### src/rtl/tcb_lib_byteena2logsize.sv
// Byte-enable to log-size TCB adapter: splits an arbitrary byte-enable mask into
// naturally aligned power-of-two chunks and reassembles the read response.
module tcb_lib_byteena2logsize #(
  parameter  int DAT = 32,
  parameter  int ADR = 32,
  parameter  int DLY = 1,
  localparam int BEN = DAT/8,
  localparam int MAX = $clog2(BEN),
  localparam int SIZ = $clog2(MAX+1)
)(
  input  logic           clk,
  input  logic           rst,
  input  logic           sub_vld,
  output logic           sub_rdy,
  input  logic           sub_wen,
  input  logic [ADR-1:0] sub_adr,
  input  logic [BEN-1:0] sub_ben,
  input  logic [DAT-1:0] sub_wdt,
  output logic [DAT-1:0] sub_rdt,
  output logic           sub_err,
  output logic           man_vld,
  input  logic           man_rdy,
  output logic           man_wen,
  output logic [ADR-1:0] man_adr,
  output logic [SIZ-1:0] man_siz,
  output logic [DAT-1:0] man_wdt,
  input  logic [DAT-1:0] man_rdt,
  input  logic           man_err
);

  localparam logic [0:0] ST_IDLE  = 1'b0;
  localparam logic [0:0] ST_SPLIT = 1'b1;

  function automatic logic [MAX-1:0] low_idx(input logic [BEN-1:0] m);
    logic [MAX-1:0] idx;
    idx = '0;
    for (int i = BEN-1; i >= 0; i--) if (m[i]) idx = MAX'(i);
    return idx;
  endfunction

  function automatic logic [BEN-1:0] lane_mask(input logic [MAX-1:0] o, input logic [SIZ-1:0] s);
    logic [BEN-1:0] ones;
    ones = '0;
    for (int i = 0; i < BEN; i++) if (i < (1 << s)) ones[i] = 1'b1;
    return ones << o;
  endfunction

  // Largest aligned block starting at the lowest enabled lane that is fully enabled.
  function automatic logic [SIZ-1:0] chunk_siz(input logic [BEN-1:0] m, input logic [MAX-1:0] o);
    logic [SIZ-1:0] best;
    logic [BEN-1:0] mk;
    best = '0;
    for (int s = 0; s <= MAX; s++) begin
      mk = lane_mask(o, SIZ'(s));
      if (((int'(o) & ((1 << s) - 1)) == 0) && ((m & mk) == mk)) best = SIZ'(s);
    end
    return best;
  endfunction

  function automatic logic [DAT-1:0] expand(input logic [BEN-1:0] b);
    logic [DAT-1:0] e;
    for (int i = 0; i < BEN; i++) e[8*i +: 8] = {8{b[i]}};
    return e;
  endfunction

  logic [0:0]     state_q;
  logic [BEN-1:0] rem_q;
  logic [BEN-1:0] rem, chunk_ben, rem_next;
  logic [MAX-1:0] off;
  logic [SIZ-1:0] siz;
  logic           last, man_hs, empty_hs, push;
  logic           unused_adr;

  assign unused_adr = ^sub_adr[MAX-1:0];

  assign rem       = (state_q == ST_SPLIT) ? rem_q : sub_ben;
  assign off       = low_idx(rem);
  assign siz       = chunk_siz(rem, off);
  assign chunk_ben = lane_mask(off, siz);
  assign rem_next  = rem & ~chunk_ben;
  assign last      = (rem_next == '0);

  assign man_vld  = sub_vld && (rem != '0) && !rst;
  assign sub_rdy  = sub_vld && !rst && ((rem == '0) || (last && man_rdy));
  assign man_wen  = sub_wen;
  assign man_adr  = {sub_adr[ADR-1:MAX], off};
  assign man_siz  = siz;
  assign man_wdt  = sub_wdt >> {off, 3'b000};

  assign man_hs   = man_vld && man_rdy;
  assign empty_hs = sub_rdy && (rem == '0);
  assign push     = man_hs || empty_hs;

  always_ff @(posedge clk or posedge rst) begin
    if (rst) begin
      state_q <= ST_IDLE;
      rem_q   <= '0;
    end else if (man_hs) begin
      rem_q   <= rem_next;
      state_q <= last ? ST_IDLE : ST_SPLIT;
    end
  end

  // ---- stage p0 .. p[DLY-1]: response tracking pipeline ----
  logic           act_p   [DLY];
  logic           last_p  [DLY];
  logic           first_p [DLY];
  logic           wen_p   [DLY];
  logic [MAX-1:0] off_p   [DLY];
  logic [SIZ-1:0] siz_p   [DLY];

  always_ff @(posedge clk or posedge rst) begin
    if (rst) begin
      for (int i = 0; i < DLY; i++) begin
        act_p[i]   <= 1'b0;
        last_p[i]  <= 1'b0;
        first_p[i] <= 1'b0;
      end
    end else begin
      act_p[0]   <= man_hs;
      last_p[0]  <= push && last;
      first_p[0] <= push && (state_q == ST_IDLE);
      for (int i = 1; i < DLY; i++) begin
        act_p[i]   <= act_p[i-1];
        last_p[i]  <= last_p[i-1];
        first_p[i] <= first_p[i-1];
      end
    end
  end

  always_ff @(posedge clk) begin
    wen_p[0] <= sub_wen;
    off_p[0] <= off;
    siz_p[0] <= siz;
    for (int i = 1; i < DLY; i++) begin
      wen_p[i] <= wen_p[i-1];
      off_p[i] <= off_p[i-1];
      siz_p[i] <= siz_p[i-1];
    end
  end

  // ---- pipeline output: merge chunk bytes into the reassembly buffer ----
  logic [DAT-1:0] asm_q, base, rsp_data, merged;
  logic           err_q, err_new;

  always_comb begin
    base     = first_p[DLY-1] ? '0 : asm_q;
    rsp_data = (man_rdt & expand(lane_mask('0, siz_p[DLY-1]))) << {off_p[DLY-1], 3'b000};
    merged   = base;
    if (act_p[DLY-1])
      merged = (base & ~expand(lane_mask(off_p[DLY-1], siz_p[DLY-1]))) | rsp_data;
    err_new  = (first_p[DLY-1] ? 1'b0 : err_q) | (act_p[DLY-1] & man_err);
  end

  always_ff @(posedge clk or posedge rst) begin
    if (rst) begin
      asm_q <= '0;
      err_q <= 1'b0;
    end else if (act_p[DLY-1] || first_p[DLY-1]) begin
      asm_q <= merged;
      err_q <= err_new;
    end
  end

  assign sub_rdt = (last_p[DLY-1] && !wen_p[DLY-1]) ? merged : '0;
  assign sub_err = last_p[DLY-1] ? err_new : 1'b0;

endmodule

### config.mk
export PLATFORM = sky130hd
export DESIGN_NAME = tcb_lib_byteena2logsize
export DESIGN_NICKNAME = d
export VERILOG_FILES = /design/src/rtl/tcb_lib_byteena2logsize.sv
export SDC_FILE = /design/constraint.sdc
export NUM_CORES = 1
export LEC_CHECK = 0
export ABC_AREA = 1
export CAP_MARGIN = 20
export CORE_MARGIN = 3
export CORE_UTILIZATION = 39
export DETAILED_ROUTE_END_ITERATION = 12
export GPL_TIMING_DRIVEN = 0
export PLACE_DENSITY_LB_ADDON = 0.25
export SYNTH_ARGS = -nofsm -noshare
export SYNTH_HDL_FRONTEND = slang
export SYNTH_SLANG_ARGS = --single-unit
### constraint.sdc
create_clock -name clk -period 3.4 [get_ports clk]
set_input_delay 0.68 -clock clk [delete_from_list [all_inputs] [get_ports clk]]
set_output_delay 0.68 -clock clk [all_outputs]
set_load 0.03 [all_outputs]
==> flow_summary.yaml <==
critical_path:
  required_ns: 3.64
  worst_ep_arrival_time_ns: 3.61
  r2r-end: "rem_q[3]$_DFFE_PP0P_"
  crit_start: "state_q$_DFFE_PP0P_"
  cpMaxStageDelayCell: "dfrtp_1"
  r2r_slack_ns: 0.04
  r2r_start: "state_q$_DFFE_PP0P_"
  path_max_fanout: 4
  slowest_delay_ns: 0.41
  rr_worst_depth: 26
  endpoint_kind: "flip-flop"
  crit_type: "flip-flop to flip-flop"
  path_common_cell: "buf_4"
  cp-start-kind: "flip-flop"
drt:
  viasPerCell: 5.21
  wirelength_mm: 14.5
  routedWlPerCell_um: 16.8
  ant_nets: 0
  drc_errors: 0
  vias: 4499
  first_pass_iters: 5
  drtIter0Drc: 214
logic_synthesis:
  netlist_area_um2: 3550
  synth_fa_ha_area_share_pct: 0.705
  synth.most_common_cell: "nand2_1"
  yosys-top-cells-area: "dfrtp_1, nand2_1, a21oi_1"
  synth_area_per_cell_um2: 6.61
  synth-simple-area-share_pct: 30.1
  synth_top_area_share_pct: 28.9
  synth_xor_xnor_area_share_pct: 0
  syn_nets: 645
  synth_top_family_by_area: "simple AND/OR/NAND/NOR gates"
  synth_compound_area_share_pct: 18.0
  ys_seq_elements: 46
  synth_edf_count: 0
  synth_ff_type: "dfrtp_1"
  synthMuxAreaShare_pct: 1.98
  ys_warn_count: 0
  synth_top_area_cell: "dfrtp_1"
  ys_types: 31
  async_flop_share_pct: 89.1
  netlist_top_cells_count: "nand2_1, inv_1, a21oi_1"
  yosysSeqAreaShare_pct: 31.7
  syn_inst: 537
place:
  place_hpwl_mm: 10.3
  place_ws_ns: -1.09
  gp_congestion: 0.913
  placed_area_um2: 5440
  port-buffer-count: 175
power:
  p_sw_uw: 2480
  seq_power_share_pct: 17.5
  p_leak_uw: 0.00331
  internal_power_uw: 2340
  combPwrFrac_pct: 73.7
  clkPwrFrac_pct: 8.8
  p_sw_share_pct: 51.4
  power_density_nw_per_um2: 801
  ir_drop_uv: 661
floorplan:
  fp-row-count: 34
  die_y_um: 101
  fp.dieW_um: 101
  initial_core_util_pct: 40.5
  die-area_um2: 10300
  core_area_um2: 8760
  pin_count: 208
timing:
  finalCriticalPeriod_ns: 3.36
  finalMaxSlewViolations: 0
  clock_skew_ns: 0.0165
  rsz0062_at_grt: "true"
  finalCritPeriodShare_pct: 99.0
  tightest_slew_ns: 0.611
  slew_headroom_pct: 59.0
  setup_slack_ns: 0.0352
  finalHoldViolCount: 0
  setup_viol: 0
  fmax_mhz: 297
finish:
  area_delta_synth_final_pct: 69.8
  drive_above_1_share_pct: 20.5
  nFillCells: 767
  diodes: 0
  postLayoutCellArea_um2: 6020
  final_net_count: 862
clock_tree:
  cts_tree: "built"
  cts_made_buffers: 5
  clock_path_buffers: 2
  clk_pin_slew_ns: 0.10
  root_buffer: "clkbuf_8"
  ctsHtreeMaxLevel: 2
  holdBufCountCts: 0
  clock-sinks: 46
  insertion_delay_ns: 0.31
grt:
  antenna_found_initial: 0
  grt_usage_pct: 25.9
  grt-ovfl-total: 0
  grt_pass1_wl_mm: 21.2
  grt_max_degree: 23
  grt_pass1_vias: 4338
hold_path:
  hold_depth: 2
  holdCritStartpoint: "asm_q[6]$_DFFE_PP0P_"
  hold_end: "asm_q[6]$_DFFE_PP0P_"
  hold_class: "flip-flop to flip-flop"
run_status:
  outcome: "finished, final reports clean"
run:
  maxCapViolCount: 0
## flip-flops by register name, summed over array words and instances, names as in the netlist, 2 cells and up
signal,count
off_p,2
asm_q,32
rem_q,4
siz_p,2
## layer usage
metal | vias up | part of all wire (%) | track usage (%)
met5 | - | 0 | 0
met4 | 0 | 2.9 | 8.79
met3 | 34 | 8.1 | 4.96
met2 | 240 | 50 | 45.3
met1 | 2089 | 39 | 31.8
li1 | 2136 | - | -
## power groups by stage
stage               Clock [µW]  Sequential [µW]  Combinational [µW]
floorplan                    0              826                2010
global placement             0              841                3020
detailed placement           0              850                3060
CTS                        426              839                3150
global route               445              860                3820
finish                     423              844                3560
## kinds of logic (layout without fill, tap and decap cells)
kind of cell / count (synthesis) / after routing
adders and majority gates: 2 / 2
buffers and inverters: 121 / 339
and+or+nand+nor: 244 / 244
DFF: 46 / 46
AOI/OAI and AO/OA: 117 / 117
muxes: 7 / 7
## worst max-delay path, delay by kind of cell, from the launching register on
family | cells | cell delay [ns]
flip-flops | 1 | 0.41
adder cells (fa/ha/maj) | 1 | 0.15
AO/OA/AOI/OAI | 2 | 0.27
buffers and inverters | 14 | 1.59
AND/OR/NAND/NOR | 9 | 0.83
## cells in the final DEF, fill, tap and decap left out, drive strengths merged
master,Yosys,layout
o22ai,7,7
buf,49,84
a221o,1,1
dfxtp,5,5
a31oi,9,9
ha,2,2
o21ai,47,47
o21bai,1,1
or2,7,7
clkinv,0,1
dfrtp,41,41
dlymetal6s2s,0,26
inv,63,63
bufinv,0,1
clkdlybuf4s50,0,117
nor3,1,1
clkinvlp,0,3
dlygate4sd2,0,29
nor2,52,52
nand3,47,47
clkbuf,9,15
mux2i,7,7
a21oi,50,50
o32ai,2,2
nand2,137,137
## final cells by class
cell class | instances | area, µm² | share of cell area, %
Sequential cell | 46 | 1130 | 18.7
Clock inverter | 3 | 43.8 | 0.727
Timing Repair Buffer | 208 | 2030 | 33.8
Tap cell | 108 | 135 | 2.24
Clock buffer | 5 | 68.8 | 1.14
Inverter | 63 | 248 | 4.11
Buffer | 58 | 423 | 7.02
Multi-Input combinational cell | 370 | 1940 | 32.1
Timing Repair inverter | 2 | 10.0 | 0.166
## metrics by stage
| step | instances | util [%] | hold WS, ns | power, µW | setup TNS, ns |
|---|---|---|---|---|---|
| floorplan | 537 | - | 0.437 | 2830 | 0 |
| global placement | 820 | 62.1 | 0.449 | 3860 | -6.65 |
| detailed placement | 820 | 62.1 | 0.464 | 3910 | -7.56 |
| CTS | 843 | 64.9 | 0.487 | 4410 | -0.471 |
| global route | 863 | 68.7 | 0.512 | 5120 | -0.139 |
| finish | 863 | 68.7 | 0.482 | 4820 | 0 |
## worst max-delay path by stage
stage,end,slack (ns),cells after the start
6_report,rem_q[3]$_DFFE_PP0P_,0.04,26
5_1_grt,rem_q[3]$_DFFE_PP0P_,-0.11,26
4_1_cts,sub_rdy,-0.27,17
3_5_place_dp,sub_rdy,-1.09,19
3_3_place_gp,sub_rdy,-1.07,19
2_1_floorplan,man_siz[0],0.06,14
## repair_timing
item,in CTS,in global routing
gates resized for setup,68,59
cloned,1,2
pin swaps,10,21
setup buffers,14,17
endpoints found under the setup margin,37,44
Note: power is estimated with default switching activity, not from simulation.
